==> config.mk <==
export PLATFORM = sky130hd
export DESIGN_NAME = xor_descrambler_flat
export DESIGN_NICKNAME = d
export VERILOG_FILES = /design/src/rtl/xor_descrambler_if.sv /design/src/rtl/xor_descrambler.sv /design/src/flat_wrapper.sv
export SDC_FILE = /design/constraint.sdc
export NUM_CORES = 1
export LEC_CHECK = 0
export ABC_CLOCK_PERIOD_IN_PS = 1900
export CORE_UTILIZATION = 29
export CTS_BUF_LIST = sky130_fd_sc_hd__clkbuf_16
export DETAILED_ROUTE_END_ITERATION = 6
export GPL_ROUTABILITY_DRIVEN = 0
export PLACE_DENSITY_LB_ADDON = 0.12
export SLEW_MARGIN = 20
export SYNTH_ARGS = -nofsm -noshare
export SYNTH_HDL_FRONTEND = slang
export SYNTH_SLANG_ARGS = --single-unit
==> constraint.sdc <==
create_clock -name clk -period 1.9 [get_ports clk]
set_clock_uncertainty 0.05 [all_clocks]
set_input_delay 0.38 -clock clk [delete_from_list [all_inputs] [get_ports clk]]
set_output_delay 0.38 -clock clk [all_outputs]
set_load 0.01 [all_outputs]
==> src/rtl/xor_descrambler_if.sv <==
// Stream bundle for the nibble descrambler: scrambled input side, recovered
// output side and the per-frame status signals.
interface xor_descrambler_if;
    logic [3:0] in_data;
    logic       in_valid;
    logic       in_sof;
    logic       in_eof;
    logic       in_ready;
    logic [3:0] out_data;
    logic       out_valid;
    logic       out_sof;
    logic       out_eof;
    logic       out_ready;
    logic [7:0] beat_cnt;
    logic       err_nosof;

    // Driver / consumer side (link receiver plus nibble consumer).
    modport master (
        output in_data, in_valid, in_sof, in_eof, out_ready,
        input  in_ready, out_data, out_valid, out_sof, out_eof, beat_cnt, err_nosof
    );

    // Descrambler side.
    modport slave (
        input  in_data, in_valid, in_sof, in_eof, out_ready,
        output in_ready, out_data, out_valid, out_sof, out_eof, beat_cnt, err_nosof
    );
endinterface

==> src/rtl/xor_descrambler.sv <==
// Additive 4-bit descrambler. A 7-bit LFSR (k = s[6]^s[5], shift left, k in at
// bit 0) is stepped four times per beat; the first key bit is key[3]. The LFSR
// restarts from SEED on every start-of-frame beat. One registered output stage.
module xor_descrambler #(
    parameter logic [6:0] SEED = 7'h7F
) (
    input  logic           clk,
    input  logic           rst_n,
    xor_descrambler_if.slave bus
);

    typedef enum logic {IDLE, ACTIVE} state_t;

    state_t     state_reg, state_next;
    logic [6:0] s_reg, s_next;
    logic [6:0] base;
    logic [3:0] key;
    logic [6:0] s_after;
    logic       accept;
    logic       emit;
    logic       drop;
    logic       out_valid_reg;
    logic [3:0] out_data_reg;
    logic       out_sof_reg;
    logic       out_eof_reg;
    logic [7:0] beat_cnt_reg;
    logic       err_nosof_reg;

    // Four LFSR steps: returns {key[3:0], state after the 4th step}.
    function automatic logic [10:0] lfsr_beat(input logic [6:0] s0);
        logic [6:0] s;
        logic [3:0] k;
        s = s0;
        k = '0;
        for (int i = 3; i >= 0; i--) begin
            k[i] = s[6] ^ s[5];
            s    = {s[5:0], k[i]};
        end
        return {k, s};
    endfunction

    // The output stage can take a new beat when empty or being drained.
    assign bus.in_ready = !out_valid_reg || bus.out_ready;
    assign accept       = bus.in_valid && bus.in_ready;
    // Beats are emitted inside a frame or when they open one; others are dropped.
    assign emit         = accept && (bus.in_sof || (state_reg == ACTIVE));
    assign drop         = accept && !bus.in_sof && (state_reg == IDLE);
    assign base         = bus.in_sof ? SEED : s_reg;
    assign {key, s_after} = lfsr_beat(base);
    assign s_next       = emit ? s_after : s_reg;

    assign bus.out_valid = out_valid_reg;
    assign bus.out_data  = out_data_reg;
    assign bus.out_sof   = out_sof_reg;
    assign bus.out_eof   = out_eof_reg;
    assign bus.beat_cnt  = beat_cnt_reg;
    assign bus.err_nosof = err_nosof_reg;

    // Frame state register.
    always_ff @(posedge clk or negedge rst_n) begin
        if (!rst_n) begin
            state_reg <= IDLE;
        end else begin
            state_reg <= state_next;
        end
    end

    // Next-state logic: sof opens (or restarts) a frame, eof closes it.
    always_comb begin
        state_next = state_reg;
        if (accept) begin
            if (bus.in_sof) begin
                state_next = bus.in_eof ? IDLE : ACTIVE;
            end else if (state_reg == ACTIVE && bus.in_eof) begin
                state_next = IDLE;
            end
        end
    end

    // Keystream state advances only on emitted beats.
    always_ff @(posedge clk or negedge rst_n) begin
        if (!rst_n) begin
            s_reg <= SEED;
        end else begin
            s_reg <= s_next;
        end
    end

    // Output stage: load on emit, hold while stalled, empty once consumed.
    always_ff @(posedge clk or negedge rst_n) begin
        if (!rst_n) begin
            out_valid_reg <= 1'b0;
            out_data_reg  <= 4'h0;
            out_sof_reg   <= 1'b0;
            out_eof_reg   <= 1'b0;
        end else if (emit) begin
            out_valid_reg <= 1'b1;
            out_data_reg  <= bus.in_data ^ key;
            out_sof_reg   <= bus.in_sof;
            out_eof_reg   <= bus.in_eof;
        end else if (bus.out_ready) begin
            out_valid_reg <= 1'b0;
        end
    end

    // Per-frame beat counter, saturating; holds after eof until the next sof.
    always_ff @(posedge clk or negedge rst_n) begin
        if (!rst_n) begin
            beat_cnt_reg <= 8'd0;
        end else if (emit) begin
            if (bus.in_sof) begin
                beat_cnt_reg <= 8'd1;
            end else if (beat_cnt_reg != 8'hFF) begin
                beat_cnt_reg <= beat_cnt_reg + 8'd1;
            end
        end
    end

    // One-cycle error pulse for a beat discarded outside a frame.
    always_ff @(posedge clk or negedge rst_n) begin
        if (!rst_n) begin
            err_nosof_reg <= 1'b0;
        end else begin
            err_nosof_reg <= drop;
        end
    end

endmodule

==> src/flat_wrapper.sv <==
// flat-port wrapper written by rule: the top's interface ports become plain ports
module xor_descrambler_flat 
#(
    parameter logic [6:0] SEED = 7'h7F
)
  (clk, rst_n, bus_in_data, bus_in_valid, bus_in_sof, bus_in_eof, bus_out_ready, bus_in_ready, bus_out_data, bus_out_valid, bus_out_sof, bus_out_eof, bus_beat_cnt, bus_err_nosof);
  xor_descrambler_if bus_i ();
  input  logic clk;
  input  logic rst_n;
  input wire logic [$bits(bus_i.in_data)-1:0] bus_in_data;
  input wire logic [$bits(bus_i.in_valid)-1:0] bus_in_valid;
  input wire logic [$bits(bus_i.in_sof)-1:0] bus_in_sof;
  input wire logic [$bits(bus_i.in_eof)-1:0] bus_in_eof;
  input wire logic [$bits(bus_i.out_ready)-1:0] bus_out_ready;
  output wire logic [$bits(bus_i.in_ready)-1:0] bus_in_ready;
  output wire logic [$bits(bus_i.out_data)-1:0] bus_out_data;
  output wire logic [$bits(bus_i.out_valid)-1:0] bus_out_valid;
  output wire logic [$bits(bus_i.out_sof)-1:0] bus_out_sof;
  output wire logic [$bits(bus_i.out_eof)-1:0] bus_out_eof;
  output wire logic [$bits(bus_i.beat_cnt)-1:0] bus_beat_cnt;
  output wire logic [$bits(bus_i.err_nosof)-1:0] bus_err_nosof;
  assign bus_i.in_data = bus_in_data;
  assign bus_i.in_valid = bus_in_valid;
  assign bus_i.in_sof = bus_in_sof;
  assign bus_i.in_eof = bus_in_eof;
  assign bus_i.out_ready = bus_out_ready;
  assign bus_in_ready = bus_i.in_ready;
  assign bus_out_data = bus_i.out_data;
  assign bus_out_valid = bus_i.out_valid;
  assign bus_out_sof = bus_i.out_sof;
  assign bus_out_eof = bus_i.out_eof;
  assign bus_beat_cnt = bus_i.beat_cnt;
  assign bus_err_nosof = bus_i.err_nosof;
  xor_descrambler #(.SEED(SEED)) u_core (.clk(clk), .rst_n(rst_n), .bus(bus_i));
endmodule
==> summary.md <==
| Metric | Value |
|---|---|
| Finish-stage setup viols | `0` |
| Sink Count | `24` |
| CP Data Required Time | `1470 ps` |
| Clk_lat worst skew | `250 ps` |
| Routed Antenna Nets | `0` |
| Drt total wl | `2544 microns` |
| Seq pwr share | `44.7%` |
| Core Region | `3799 sq um` |
| Crit share post-route | `91.67%` |
| Vias in the first global route | `943` |
| Number of max-cap violations | `0` |
| Die H | `65.92 microns` |
| Port Buf Inserts | `26` |
| Net switching power | `0.5022 mW` |
| Post-synthesis cell count | `120` |
| Relative slew margins | `79.68%` |
| Starting Density | `31.19%` |
| Placed instance count | `197` |
| Clock tree buffer depth | `2` |
| Area delta synth->final | `36.75%` |
| Die area | `4345 sq um` |
| Setup CP Type | `reg2out` |
| Vias/cell | `4.841` |
| Leak pwr | `0.7034 nW` |
| Syn Nets | `131` |
| Unrepaired setup endpoints after global routing | `no` |
| Max FFs per register | `8` |
| Average routed wire per standard cell | `12.66 microns` |
| Die W | `65.92 microns` |
| Post-Layout Cell Count | `201` |
| Hold Violations, Final | `0` |
| Delay-heaviest family, CP | `buffers and inverters` |
| Vias post-DR | `973` |
| Commonest non-fill, non-tap cell in the layout | `nand2_1` |
| Outcome | `completed` |
| First-pass GRT wire length | `4360 microns` |
| FF+latch area | `609.3 sq um` |
| Max FO, Critical Path | `8` |
| Maximum VDD drop | `0.7078 mV` |
| DP HPWL | `1872 microns` |
| CTS tree | `built` |
| Post-CTS setup buffers | `0` |
| CP arrival | `1310 ps` |
| Slowest cell on the critical path | `clkdlybuf4s50_1` |
| Prevailing post-synth register cell | `dfrtp_1` |
| Hold WS | `410.1 ps` |
| DR iter-0 viols | `71` |
| Post-synth EDFFs | `0` |
| Seq/Total Area, Yosys | `51.43%` |
| GRT Total Usage | `13.00%` |
| CP Buf/Inv Count | `1` |
| Pins Over Slew Limit | `0` |
| Largest net degree at the start of global routing | `25` |
| Final min period | `1742 ps` |
| Drt drc | `0` |
| Worst-path clk slew | `60 ps` |
| Crit-path cells | `clkdlybuf4s50_1` |
| Fin nets | `165` |
| Fmax | `574.1 MHz` |
| Clock network power share | `25.7%` |
| Pre-Repair DR Iteration Count | `4` |
| Initial antenna violation count | `0` |
| Fillers | `380` |
| HP Class | `reg2reg` |
| Layout cell share with drive strength beyond 1 | `15.69%` |
| Clock Tree Root | `clkbuf_16` |
| Commonest cells after routing, fill and taps aside | `nand2_1 (28), clkdlybuf4s50_1 (25), dfrtp_1 (17)` |
| Worst Tran Pin Value | `304.8 ps` |
| Pwr dens | `1080 nW/um^2` |
| CTS H-tree depth | `1` |
| Synth Area per Inst | `9.874 sq um` |
| Ys async rst share | `100.0%` |
| Largest stage delay, worst path | `580 ps` |
| CP Capture Type | `output port` |
| # diodes | `0` |
| Combinational Power Share | `29.6%` |
| Warnings from Yosys | `0` |
| GRT Residual Overflow | `0` |
| Startpoint Class | `flip-flop` |
| Area of the multi-input gates | `545.5 sq um` |
| Synth Cell Area | `1185 sq um` |
| Cell-internal power | `1.247 mW` |
| CTS buffer count | `3` |
| FF+latch count, synth | `24` |
| Sw Share | `28.70%` |
| Yosys cell types | `36` |
| Final Util | `42.65%` |
| IO Count | `27` |
| Site row count | `22` |
-- area by class of cell --
| class | count | share of cell area [%] |
|---|---|---|
| sequential | 24 | 37.61 |
| multi-input combinational | 89 | 33.67 |
| timing repair buffer | 34 | 19.69 |
| clock buffer | 3 | 4.633 |
| tap | 48 | 3.707 |
| inverter | 2 | 0.4633 |
| clock inverter | 1 | 0.2317 |
-- final timing paths --
check | start | depth (start not counted) | to | slack (ps)
setup / recovery | u_core.bus.beat_cnt[3]$_DFFE_PN0P_ | 1 | bus_beat_cnt[3] | 160
hold / removal | u_core.s_reg[0]$_DFFE_PN1P_ | 2 | u_core.s_reg[0]$_DFFE_PN1P_ | 410
setup reg to reg | u_core.bus.beat_cnt[0]$_DFFE_PN0P_ | 5 | u_core.bus.beat_cnt[3]$_DFFE_PN0P_ | 310
hold reg to reg | u_core.s_reg[0]$_DFFE_PN1P_ | 2 | u_core.s_reg[0]$_DFFE_PN1P_ | 410
max in group asynchronous | rst_n | 2 | u_core.s_reg[2]$_DFFE_PN1P_ | 1080
min in group asynchronous | rst_n | 2 | u_core.bus.out_eof$_DFFE_PN0P_ | 430
-- logic make-up (layout without fill, tap and decap cells) --
group / Yosys count / after routing / synth area share, %
AND/OR/NAND/NOR: 53 / 53 / 23.02
AO/OA/AOI/OAI: 26 / 26 / 15.21
flip-flops: 24 / 24 / 51.43
XOR/XNOR: 8 / 8 / 5.914
buffers and inverters: 7 / 40 / 2.534
adder cells (fa/ha/maj): 1 / 1 / 1.056
multiplexers: 1 / 1 / 0.8448
-- layer usage --
| metal | track usage (%) | part of all wire, % | vias up |
|---|---|---|---|
| met3 | 3.966 | 5.3 | 2 |
| li1 | - | - | 481 |
| met2 | 21.05 | 46 | 24 |
| met5 | 0 | 0 | - |
| met1 | 17.34 | 48 | 466 |
| met4 | 1.630 | 0.47 | 0 |
-- power by group through the flow --
stage | registers [mW] | logic (mW) | clock network, mW
floorplan | 0.809 | 0.254 | 0
detailed placement | 0.793 | 0.527 | 0
CTS | 0.785 | 0.527 | 0.463
global route | 0.802 | 0.580 | 0.486
global placement | 0.785 | 0.524 | 0
finish | 0.783 | 0.518 | 0.449
-- metrics by stage --
step | setup TNS, ps | worst slack [ps] | total power, mW | instance area, sq um
2_1_floorplan | 0 | 364.6 | 1.063 | 1185
3_3_place_gp | -27.55 | -27.55 | 1.309 | 1543
3_5_place_dp | -86.57 | -42.99 | 1.321 | 1543
4_1_cts | 0 | 154.6 | 1.774 | 1620
5_1_grt | 0 | 121.8 | 1.869 | 1620
6_report | 0 | 158.2 | 1.750 | 1620
-- timing repair --
item                                   CTS  global route
gates resized for setup                  1             0
hold buffers                             0             0
setup endpoints to repair                1             0
endpoints found under the hold margin    0             0
-- Yosys cell counts (all sizes together) (2+ instances only) --
cell type / instances / area [sq um]
and2: 4 / 27.53
nor3b: 2 / 15.01
nand4: 2 / 12.51
clkbuf: 2 / 7.510
nor2: 7 / 26.28
dfstp: 7 / 183.9
nand2: 28 / 105.1
nand3: 2 / 15.01
a22o: 2 / 17.52
buf: 3 / 15.01
o21ai: 8 / 43.79
xnor2: 8 / 70.07
nand2b: 2 / 20.02
a221o: 3 / 30.03
dfrtp: 17 / 425.4
inv: 2 / 7.510
a21oi: 6 / 30.03
Note: power is estimated with default switching activity, not from simulation.
